## src/rtl/buzzer_melody_player.sv

```systemverilog
// Seven-note, three-octave square-wave buzzer with lowest-index key priority
// and a ROM-driven melody player (play/stop key, optional looping).
`timescale 1ns/1ps
module buzzer_melody_player #(
    parameter int                   CLK_HZ  = 50_000_000,
    parameter int                   DIV_W   = 18,
    parameter int                   NOTE_MS = 250,
    parameter int                   DEB_MS  = 10,
    parameter int                   MEL_LEN = 16,
    parameter logic [3*MEL_LEN-1:0] MELODY  = 48'h0539771F58D1
) (
    input  logic       CLK,
    input  logic       RSTn,
    input  logic [7:0] Key_In,
    input  logic [1:0] Oct_Sel,
    input  logic       Loop_En,
    output logic       Buzzer_Out,
    output logic [7:0] LED_Out
);
    localparam longint STEP_CYC = longint'(NOTE_MS) * longint'(CLK_HZ) / 1000;
    localparam longint DEB_CYC  = longint'(DEB_MS) * longint'(CLK_HZ) / 1000;
    localparam int     STEP_W   = (STEP_CYC > 1) ? $clog2(STEP_CYC) : 1;
    localparam int     DEB_W    = (DEB_CYC > 1) ? $clog2(DEB_CYC) : 1;
    localparam int     IDX_W    = (MEL_LEN > 1) ? $clog2(MEL_LEN) : 1;

    typedef enum logic {ST_IDLE, ST_PLAY} state_t;

    logic [7:0]        r_key_s1, r_key_s2;
    logic              r_play_stable;
    logic [DEB_W-1:0]  r_deb_cnt;
    state_t            r_state, w_state_next;
    logic [IDX_W-1:0]  r_idx, w_idx_next;
    logic [STEP_W-1:0] r_step_cnt, w_step_next;
    logic [2:0]        r_code;
    logic [1:0]        r_oct;
    logic [DIV_W-1:0]  r_tone_cnt;
    logic              r_buzz;
    logic [6:0]        r_led;

    logic [2:0]        w_man_code, w_mel_code, w_sel_code;
    logic [2:0]        w_mel_tab [MEL_LEN];
    logic [6:0]        w_led_next;
    logic [DIV_W-1:0]  w_hp_base, w_hp;
    logic              w_deb_accept, w_play_toggle, w_step_end, w_last, w_sel_change;

    always_ff @(posedge CLK or negedge RSTn) begin
        if (!RSTn) begin
            r_key_s1 <= 8'hFF;
            r_key_s2 <= 8'hFF;
        end else begin
            r_key_s1 <= Key_In;
            r_key_s2 <= r_key_s1;
        end
    end

    // Play key must hold a new level for DEB_CYC consecutive cycles; bounces restart the count.
    assign w_deb_accept  = (r_key_s2[7] != r_play_stable) && (r_deb_cnt == DEB_W'(DEB_CYC - 1));
    assign w_play_toggle = w_deb_accept && !r_key_s2[7];

    always_ff @(posedge CLK or negedge RSTn) begin
        if (!RSTn) begin
            r_play_stable <= 1'b1;
            r_deb_cnt     <= '0;
        end else if (r_key_s2[7] == r_play_stable) begin
            r_deb_cnt     <= '0;
        end else if (w_deb_accept) begin
            r_play_stable <= r_key_s2[7];
            r_deb_cnt     <= '0;
        end else begin
            r_deb_cnt     <= r_deb_cnt + DEB_W'(1);
        end
    end

    generate
        for (genvar gi = 0; gi < MEL_LEN; gi++) begin : g_mel
            assign w_mel_tab[gi] = MELODY[3*gi +: 3];
        end
    endgenerate

    assign w_mel_code = w_mel_tab[r_idx];
    assign w_step_end = (r_step_cnt == STEP_W'(STEP_CYC - 1));
    assign w_last     = (r_idx == IDX_W'(MEL_LEN - 1));

    // A key toggle outranks the end-of-melody handling on the same cycle.
    always_comb begin
        w_state_next = r_state;
        w_idx_next   = r_idx;
        w_step_next  = r_step_cnt;
        if (w_play_toggle) begin
            w_state_next = (r_state == ST_IDLE) ? ST_PLAY : ST_IDLE;
            w_idx_next   = '0;
            w_step_next  = '0;
        end else if (r_state == ST_PLAY) begin
            if (w_step_end) begin
                w_step_next = '0;
                if (w_last) begin
                    w_idx_next = '0;
                    if (!Loop_En) w_state_next = ST_IDLE;
                end else begin
                    w_idx_next = r_idx + IDX_W'(1);
                end
            end else begin
                w_step_next = r_step_cnt + STEP_W'(1);
            end
        end
    end

    always_ff @(posedge CLK or negedge RSTn) begin
        if (!RSTn) begin
            r_state    <= ST_IDLE;
            r_idx      <= '0;
            r_step_cnt <= '0;
        end else begin
            r_state    <= w_state_next;
            r_idx      <= w_idx_next;
            r_step_cnt <= w_step_next;
        end
    end

    // Lowest-index held key wins: scan downwards so the last match is the smallest index.
    always_comb begin
        w_man_code = 3'd0;
        for (int i = 6; i >= 0; i--) begin
            if (!r_key_s2[i]) w_man_code = 3'(i + 1);
        end
    end

    assign w_sel_code = (w_man_code != 3'd0) ? w_man_code :
                        ((r_state == ST_PLAY) ? w_mel_code : 3'd0);

    generate
        for (genvar gi = 0; gi < 7; gi++) begin : g_led
            assign w_led_next[gi] = (w_sel_code == 3'(gi + 1));
        end
    endgenerate

    always_comb begin
        w_hp_base = '0;
        case (r_code)
            3'd1:    w_hp_base = DIV_W'(CLK_HZ / (2 * 262));
            3'd2:    w_hp_base = DIV_W'(CLK_HZ / (2 * 294));
            3'd3:    w_hp_base = DIV_W'(CLK_HZ / (2 * 330));
            3'd4:    w_hp_base = DIV_W'(CLK_HZ / (2 * 349));
            3'd5:    w_hp_base = DIV_W'(CLK_HZ / (2 * 392));
            3'd6:    w_hp_base = DIV_W'(CLK_HZ / (2 * 440));
            3'd7:    w_hp_base = DIV_W'(CLK_HZ / (2 * 494));
            default: w_hp_base = '0;
        endcase
        case (r_oct)
            2'd0:    w_hp = w_hp_base << 1;
            2'd2:    w_hp = w_hp_base >> 1;
            default: w_hp = w_hp_base;
        endcase
    end

    assign w_sel_change = (w_sel_code != r_code) || (Oct_Sel != r_oct);

    // A note or octave change restarts the half-period without disturbing the output level.
    always_ff @(posedge CLK or negedge RSTn) begin
        if (!RSTn) begin
            r_code     <= 3'd0;
            r_oct      <= 2'd0;
            r_led      <= '0;
            r_tone_cnt <= '0;
            r_buzz     <= 1'b1;
        end else begin
            r_code <= w_sel_code;
            r_oct  <= Oct_Sel;
            r_led  <= w_led_next;
            if (w_sel_change) begin
                r_tone_cnt <= '0;
            end else if (r_code == 3'd0) begin
                r_tone_cnt <= '0;
                r_buzz     <= 1'b1;
            end else if (r_tone_cnt == w_hp - DIV_W'(1)) begin
                r_tone_cnt <= '0;
                r_buzz     <= ~r_buzz;
            end else begin
                r_tone_cnt <= r_tone_cnt + DIV_W'(1);
            end
        end
    end

    assign Buzzer_Out = r_buzz;
    assign LED_Out    = {(r_state == ST_PLAY), r_led};

endmodule
```

## config.mk

```make
export PLATFORM = sky130hd
export DESIGN_NAME = buzzer_melody_player
export DESIGN_NICKNAME = d
export VERILOG_FILES = /design/src/rtl/buzzer_melody_player.sv
export SDC_FILE = /design/constraint.sdc
export NUM_CORES = 1
export LEC_CHECK = 0
export ABC_AREA = 1
export BUFFER_PORTS_ARGS = -buffer_cell sky130_fd_sc_hd__buf_2
export CAP_MARGIN = 5
export CORE_ASPECT_RATIO = 1.25
export CORE_UTILIZATION = 29
export DETAILED_ROUTE_END_ITERATION = 8
export PLACE_DENSITY = 0.41
export SLEW_MARGIN = 20
export SYNTH_ARGS = -nofsm -noshare
export SYNTH_HDL_FRONTEND = slang
export SYNTH_SLANG_ARGS = --single-unit
```

## constraint.sdc

```tcl
create_clock -name CLK -period 5.8 [get_ports CLK]
set_input_delay 0.29 -clock CLK [delete_from_list [all_inputs] [get_ports CLK]]
set_output_delay 0.29 -clock CLK [all_outputs]
set_load 0.02 [all_outputs]
```

==> impl_metrics.ini <==
[floorplan]
dieArea_mm2 = 0.0201
die_h_um = 158
core_area_mm2 = 0.0189
dieWidth_um = 127
initial_core_util_pct = 29.9
row_count = 56
ioPinCount = 22

[sta]
maxSlewViolCount = 0
setup_viol_count_final = 0
finalHoldViolations = 0
fin_tns_setup_ns = 0
post-route-min-period_ns = 3.10
rsz0062_at_grt = false
worst_pin_slew_ns = 0.856
finalCritPeriodShare_pct = 53.4
max_freq_mhz = 323
relSlewSlack_pct = 42.9
fin_skew_ns = 0.0139

[drt]
num_vias = 4701
topRoutingLayerUsed = met4
first_pass_iters = 5
drc = 0
wl_per_cell_um = 13.5
viasPerCell = 4.73
m1WireLength_um = 6010
met2_length_um = 6850
wl_met3_um = 310
drtAntennaViolNets = 0
drt_iter0_drc = 194
drt_wl_total_um = 13400

[outcome]
status = finished clean

[power]
total_power_mw = 1.45
p_leak_nw = 2.92
ir_drop_mv = 0.196
power_density_mw_per_mm2 = 232

[logic_synthesis]
avgSynthCellArea_um2 = 7.70
ys_seq_area_share_pct = 42.9
synth_top_cell_by_area = dfrtp_1
ys_ff_latch = 96
synth.distinct_cells = 45
synthMostInstantiatedCell = nand2_1
synthTopCellsByArea = dfrtp_1 35%, nand2_1 11%, dfstp_2 8.4%
ys_warn_count = 0
synth-edff-count = 0
netlist_area_mm2 = 0.00565
syn_inst = 734
synth_nets = 755
ys_top_cells_by_count = 163 x nand2_1, 95 x inv_1, 83 x nor2_1
synth_top_area_share_pct = 34.5
synth_ff_type = dfrtp_1
async_flop_share_pct = 100

[hold_path]
hold_path_class = primary input to flip-flop
min_from = Key_In[6]

[final_layout]
drive_above_1_share_pct = 14.6
nNetsFinal = 777
fillCellCount = 2026
fin_cells = 993
num_antenna_cells = 0
area_delta_synth_final_pct = 10.8

[clock_network]
cts.htree.levels = 3
clock_path_buffers = 2
cts_tree = built
numCtsBuffers = 9
clock-sinks = 96
clock_tree.root_cell = clkbuf_16
clk_pin_slew_ns = 0.08
clk_latency_ns = 0.36

[placement]
dp_hpwl_um = 10200
portBuffers = 21
place.gp.congestion = 0.835
dp_cells = 976

[setup_path]
critPathCaptureType = flip-flop
worstPathArrival_ns = 3.33
startpoint = r_oct[0]$_DFF_PN0_
worstPathMaxFanout = 19
reg2reg_from = r_oct[0]$_DFF_PN0_
crit_path_start_kind = flip-flop
worstPathRequired_ns = 6.03
crit_type = flip-flop to flip-flop

[global_route]
grt_pass1_vias = 4651
antenna_found_initial = 0
track_usage_pct = 14.6
grt_pass1_wl_um = 22800
grt_max_degree = 70
overflow = 0

[flow_run]
maxCapViolations = 0
[per-stage QoR]
step | hold WS, ns | cell area [um^2] | util [%] | setup slack, ns
2_1_floorplan | -0.00559 | 5650 | - | 3.43
3_3_place_gp | 0.244 | 5960 | 31.5 | 2.84
3_5_place_dp | 0.246 | 5960 | 31.5 | 2.76
4_1_cts | 0.00401 | 6260 | 33.1 | 2.73
5_1_grt | 0.000166 | 6260 | 33.1 | 2.52
6_report | 0.0213 | 6260 | 33.1 | 2.70
[logic make-up (layout without fill, tap and decap cells)]
kind of cell	Yosys count	count (layout)	share of synthesized area, %
flip-flops	96	96	42.9
adder cells (fa/ha/maj)	8	8	1.77
buffers and inverters	115	142	8.70
AO/OA/AOI/OAI	73	73	7.17
AND/OR/NAND/NOR	419	419	35.8
XOR/XNOR	23	23	3.70
[per-layer routing]
metal / global-route usage, % / up-vias
met2: 26.3 / 54
met5: 0 / -
met4: 4.76 / 0
li1: - / 2443
met1: 17.4 / 2190
met3: 2.70 / 14
[critical path, cell delays in order, from the launching register on]
cell,delay (ns)
dfrtp_1,0.67
nor2_4,0.44
nand3_2,0.13
nand2_1,0.14
inv_1,0.06
ha_1,0.26
nand2_2,0.20
inv_1,0.08
o21ai_0,0.16
nand2_1,0.07
nor2_1,0.10
nand2_1,0.07
nor2_2,0.10
nand3_2,0.10
nand3_2,0.32
nor2_1,0.09
[cell usage in the layout (no fill, tap or decap), types with 5 or more instances in the layout]
master and instances:
a21oi_1 29, nand2_1 163, nand3_1 59, nor2_2 11
dfstp_2 18, inv_2 7, nor3_1 26, clkbuf_16 9
nand3_2 11, buf_2 20, xor2_1 18, nor4_1 5
nand4_1 31, inv_6 5, ha_1 8, o21ai_0 28
inv_1 95, dfrtp_1 78, nor2_1 83, nand2_2 7
[power by group]
group	internal, mW	total [mW]	switching, mW
clock network	0.305	0.600	0.295
registers	0.689	0.703	0.0135
logic	0.0461	0.147	0.101
total	1.04	1.45	0.410
[path summary, 6_finish.rpt]
path	slack, ns	end	cells past startpoint
hold reg to reg	0.36	r_key_s2[1]$_DFF_PN1_	0
max in group asynchronous	4.24	r_tone_cnt[2]$_DFF_PN0_	3
hold / removal	0.02	r_key_s1[6]$_DFF_PN1_	1
setup / recovery	2.70	r_tone_cnt[17]$_DFF_PN0_	15
min in group asynchronous	0.38	r_deb_cnt[13]$_DFF_PN0_	2
setup reg to reg	2.70	r_tone_cnt[17]$_DFF_PN0_	15
[cell type report]
type | count | area (um^2) | share of cell area (%)
well taps | 232 | 290 | 4.63
flip-flops and latches | 96 | 2420 | 38.7
clock inverters | 7 | 71.3 | 1.14
inverters | 103 | 392 | 6.25
multi-input cells | 523 | 2740 | 43.7
clock buffers | 9 | 225 | 3.60
repair buffers | 23 | 125 | 2.00
[state kept, by name (all words and copies together) (netlist names), 2 cells and up]
name / count
r_code: 3
r_deb_cnt: 19
r_idx: 4
r_key_s1: 8
r_key_s2: 8
r_led: 7
r_oct: 2
r_step_cnt: 24
r_tone_cnt: 18
[what timing repair did]
item	4_1_cts	5_1_grt
endpoints found under the hold margin	26	0
setup buffers	0	0
resized for setup	0	0
hold buffers	1	0
Power figures use the tool's default switching activity.
